--- src/rtl/vecfill.sv ---
// Operand-array generator: writes a[i]=a_init+i*a_step and b[i]=b_init+i*b_step
// through a shared write port while accumulating sum(a[i]*b[i]).
module vecfill #(
    parameter int DATA_W = 32,
    parameter int ADDR_W = 8,
    parameter int DEPTH  = 256
) (
    input  logic              sys_clk,
    input  logic              sys_rst,
    input  logic              start,
    input  logic [31:0]       n,
    input  logic [DATA_W-1:0] a_init,
    input  logic [DATA_W-1:0] a_step,
    input  logic [DATA_W-1:0] b_init,
    input  logic [DATA_W-1:0] b_step,
    output logic              mem_we_a,
    output logic              mem_we_b,
    output logic [ADDR_W-1:0] mem_addr,
    output logic [DATA_W-1:0] mem_wdata,
    output logic              busy,
    output logic              done,
    output logic [DATA_W-1:0] return_val
);

    typedef enum logic [1:0] {
        STATE_0,
        STATE_START,
        STATE_CALC,
        STATE_RET
    } state_t;

    localparam logic [31:0] DEPTH_L = 32'(DEPTH);

    state_t            state, state_nx;
    logic [1:0]        counter, counter_nx;
    logic [31:0]       i, n_lat;
    logic [DATA_W-1:0] a_cur, b_cur, prod, acc;

    always_ff @(posedge sys_clk) begin
        if (sys_rst) begin
            state   <= STATE_0;
            counter <= '0;
        end else begin
            state   <= state_nx;
            counter <= counter_nx;
        end
    end

    always_comb begin
        state_nx   = state;
        counter_nx = '0;
        case (state)
            STATE_0: begin
                if (start) state_nx = STATE_START;
            end
            STATE_START: begin
                if (i >= n_lat) state_nx = STATE_RET;
                else            state_nx = STATE_CALC;
            end
            STATE_CALC: begin
                if (counter == 2'd2) state_nx = STATE_START;
                else                 counter_nx = counter + 2'd1;
            end
            STATE_RET: state_nx = STATE_0;
            default:   state_nx = STATE_0;
        endcase
    end

    always_ff @(posedge sys_clk) begin
        if (sys_rst) begin
            i     <= '0;
            n_lat <= '0;
            a_cur <= '0;
            b_cur <= '0;
            prod  <= '0;
            acc   <= '0;
        end else begin
            case (state)
                STATE_0: begin
                    if (start) begin
                        // Clamp so the address never wraps past the memory.
                        n_lat <= (n > DEPTH_L) ? DEPTH_L : n;
                        a_cur <= a_init;
                        b_cur <= b_init;
                        i     <= '0;
                        acc   <= '0;
                    end
                end
                STATE_CALC: begin
                    if (counter == 2'd1) begin
                        prod <= a_cur * b_cur;
                    end else if (counter == 2'd2) begin
                        acc   <= acc + prod;
                        a_cur <= a_cur + a_step;
                        b_cur <= b_cur + b_step;
                        i     <= i + 32'd1;
                    end
                end
                default: ;
            endcase
        end
    end

    always_comb begin
        mem_we_a   = 1'b0;
        mem_we_b   = 1'b0;
        mem_addr   = '0;
        mem_wdata  = '0;
        busy       = (state != STATE_0);
        done       = (state == STATE_RET);
        return_val = acc;
        if (state == STATE_CALC) begin
            if (counter == 2'd0) begin
                mem_we_a  = 1'b1;
                mem_addr  = i[ADDR_W-1:0];
                mem_wdata = a_cur;
            end else if (counter == 2'd1) begin
                mem_we_b  = 1'b1;
                mem_addr  = i[ADDR_W-1:0];
                mem_wdata = b_cur;
            end
        end
    end

endmodule

--- config.mk ---
export PLATFORM = sky130hd
export DESIGN_NAME = vecfill
export DESIGN_NICKNAME = d
export VERILOG_FILES = /design/src/rtl/vecfill.sv
export SDC_FILE = /design/constraint.sdc
export NUM_CORES = 2
export LEC_CHECK = 0
export CAP_MARGIN = 20
export CELL_PAD_IN_SITES_DETAIL_PLACEMENT = 0
export CELL_PAD_IN_SITES_GLOBAL_PLACEMENT = 1
export CORE_MARGIN = 2
export CORE_UTILIZATION = 46
export DETAILED_ROUTE_END_ITERATION = 16
export PLACE_DENSITY = 0.79
export SLEW_MARGIN = 25
export SYNTH_ARGS = -nofsm -noshare
export SYNTH_HDL_FRONTEND = slang
export SYNTH_SLANG_ARGS = --single-unit
--- constraint.sdc ---
create_clock -name sys_clk -period 9.7 [get_ports sys_clk]
set_clock_uncertainty 0.05 [all_clocks]
set_input_delay 2.425 -clock sys_clk [delete_from_list [all_inputs] [get_ports sys_clk]]
set_output_delay 2.425 -clock sys_clk [all_outputs]
set_load 0.01 [all_outputs]
==> summary.md <==
| Metric | Value |
|---|---|
| Syn nets | 4,252 |
| Post-synth top flop | dfxtp_1 |
| Clk buf depth | 2 |
| Total track usage | 30.0% |
| Vias in the first global route | around 25,000 |
| Relative slew slack | a little over a quarter |
| Ys async rst share | 0% |
| Routed wire per std cell | 21.6 um |
| Vias | ~25,000 |
| Maximum clock rate | ~120 MHz |
| CTS H-Tree Depth | 4 |
| Initial antenna violation count | 9 |
| Vias/cell | 5.61 |
| Worst Path Arrival | 8500 ps |
| Later-pin clock latency in the skew report | approximately 520 ps |
| Post-route ant nets | 0 |
| Clock root buffer | clkbuf_16 |
| Fin. max-slew vios | 0 |
| Layout cells sized above 1 | under 10% |
| Initial Utilization | around 47% |
| Power per cell area | between 90 and 100 mW/mm2 |
| Hold Buf Count CTS | 0 |
| First-pass GRT wire length | approximately 150 mm |
| Final setup TNS | 0 ps |
| Sequential fraction of the synthesis area | between 10% and 20% |
| Area Growth Syn to Fin | 13.0% |
| Die width | approximately 250 um |
| Peak VDD IR | a little over 0.1 mV |
| RSZ-0062 raised after global routing | no |
| Least-Margin Pin Slew | 1090 ps |
| Post-Synthesis Cells | approximately 3,400 |
| Synth warnings | 0 |
| Final period util | 83.9% |
| Status | finished, final reports clean |
| Setup CP Type | flop to flop |
| GPL Wtd Cong | between 0.9 and 1 |
| Iter 0 DRT Violations | 1,903 |
| CP Launch Type | flop |
| Reg2reg path depth | 25 |
| Placement Rows | about 90 |
| Number of iterations in the first detailed-routing pass | 9 |
| # Max-Cap Violations | 0 |
| Layout Utilization | 52.6% |
| Most common cell on crit path | fa_1 |
| Mean Syn Cell Area | between 8 and 9 um2 |
| Crit path time final | between 8000 and 9000 ps |
| DP Wirelength | between 70 and 80 mm |
| IO Pins | 239 |
| EDFF count, synth | 0 |
| Post-Syn Area | between 0.02 and 0.03 mm2 |
| Worst stage delay on the critical path | 980 ps |
| Crit Path Max Fanout | 16 |
| Commonest non-fill, non-tap cell in the layout | inv_1 |
| Post-CTS resize count | 0 |
| Port bufs | roughly 240 |
| CTS tree | built |
| Die Footprint | 0.0644 mm2 |
| Leakage power | roughly 15 nW |
| HP Class | flop to flop |
| Post-CTS setup buffers | 0 |
| Clock-pin slew on the worst setup and hold paths | roughly 100 ps |
| Hold path depth | 2 |
| Final hold violations | 0 |
| Critical Path RT | about 10,000 ps |
| Routed WL | 95.0 mm |
| Clock sink count | a little under 200 |
| Nets | roughly 4,400 |
| GRT overflow | 0 |
| Multi-input gate area | roughly 0.022 mm2 |
| Critical path capture point type | flop |
| Core area | between 0.06 and 0.07 mm2 |
| Yosys cell types | 87 |
| Fillers | 5,874 |
| Final setup viols | 0 |
| Slowest CP cell | dfxtp_1 |
| FF+latch count, synth | around 200 |
| Commonest non-fill, non-tap cells in the layout | inv_1, nand2_1, fa_1 |
| Largest net degree at the start of global routing | 69 |
| Clock buffer count from CTS | 17 |
| Sequential Area | roughly 0.0039 mm2 |
| DIE HEIGHT | ~250 um |
| Residual DRC count | 0 |
## registers in the layout, indices dropped and copies added, names as in the netlist
register and flops:
a_cur 32, b_cur 32, counter 2, i 32
n_lat 32, prod 32, return_val 32, state 2
## worst paths after layout
check             from        end  slack, ps
min reg2reg  n_lat[26]  n_lat[26]        390
max          a_cur[11]   prod[31]       1560
max reg2reg  a_cur[11]   prod[31]       1560
min          n_lat[26]  n_lat[26]        390
## worst max-delay path, delay by kind of cell (launching register included)
kind | cells | cell delay (ps)
DFF | 1 | 980
adders and majority gates | 9 | 4260
buffers and inverters | 5 | 530
muxes | 1 | 80
and+or+nand+nor | 2 | 300
AOI/OAI and AO/OA | 8 | 1810
## stage by stage
step	area [um2]	worst slack [ps]	cells	hold slack (ps)	power, mW
2_1_floorplan	28700	2480	3425	370	1.86
3_3_place_gp	31800	1940	4358	376	2.39
3_5_place_dp	31800	1720	4359	382	2.41
4_1_cts	32400	1690	4391	396	3.24
5_1_grt	32400	1300	4391	415	3.41
6_report	32400	1560	4393	393	3.22
## area by class of cell
class	count	share of cell area [%]
Clock buffer	17	1.31
Sequential cell	196	12.1
Clock inverter	15	0.690
Antenna cell	2	0.0154
Multi-Input combinational cell	2566	68.7
Inverter	478	5.53
Tap cell	837	3.23
Timing Repair Buffer	282	8.37
## Yosys cell counts (6+ instances only)
master	instances	area (um2)
inv_1	478	1790
nor2_1	268	1010
o211ai_1	8	60.1
a22oi_1	20	150
nor4_1	11	68.8
or3_1	22	138
a22o_1	6	52.6
clkbuf_1	161	604
fa_1	411	8230
o21bai_1	13	97.6
ha_1	253	3170
a211o_1	10	87.6
xnor2_1	122	1070
nor3_1	28	140
o21a_1	18	135
nand4_1	16	100
xor2_1	61	534
and2_1	246	1540
dfxtp_1	196	3920
o221ai_1	19	166
buf_1	11	41.3
mux2i_1	6	60.1
a222oi_1	27	270
a31oi_1	14	87.6
a211oi_1	14	105
and3_1	32	200
nand2_1	462	1730
a21o_1	54	405
nand3_1	35	175
o21ai_0	48	240
o21ai_1	14	70.1
nand2b_1	13	81.3
buf_2	12	60.1
a21oi_1	188	941
nor2b_1	18	113
## where the power goes
part	total (mW)	switching, mW	leakage [nW]	internal [mW]
Combinational	1.46	0.879	12.7	0.583
Clock	0.809	0.443	0.312	0.366
Sequential	0.952	0.119	1.59	0.832
## kinds of logic (layout without fill, tap and decap cells)
| group | Yosys count | count (layout) | synth area share (%) |
|---|---|---|---|
| mux | 7 | 7 | 0.248 |
| flops | 196 | 196 | 13.7 |
| other cells | 0 | 2 | 0 |
| xor+xnor | 183 | 183 | 5.58 |
| fa+ha+maj | 664 | 664 | 39.7 |
| simple gates | 1181 | 1181 | 19.2 |
| compound gates | 531 | 531 | 12.8 |
| buf+inv | 663 | 792 | 8.75 |
## per-layer routing
| layer | wire length (um) | vias up | share of wire (%) | track usage, % |
|---|---|---|---|---|
| li1 | - | 11200 | - | - |
| met1 | 41600 | 12300 | 44 | 41.4 |
| met2 | 43100 | 921 | 45 | 47.5 |
| met3 | 7970 | 153 | 8.4 | 6.58 |
| met4 | 2160 | 16 | 2.3 | 8.25 |
| met5 | 118 | - | 0.12 | 0 |
(Power assumes the default switching activity.)
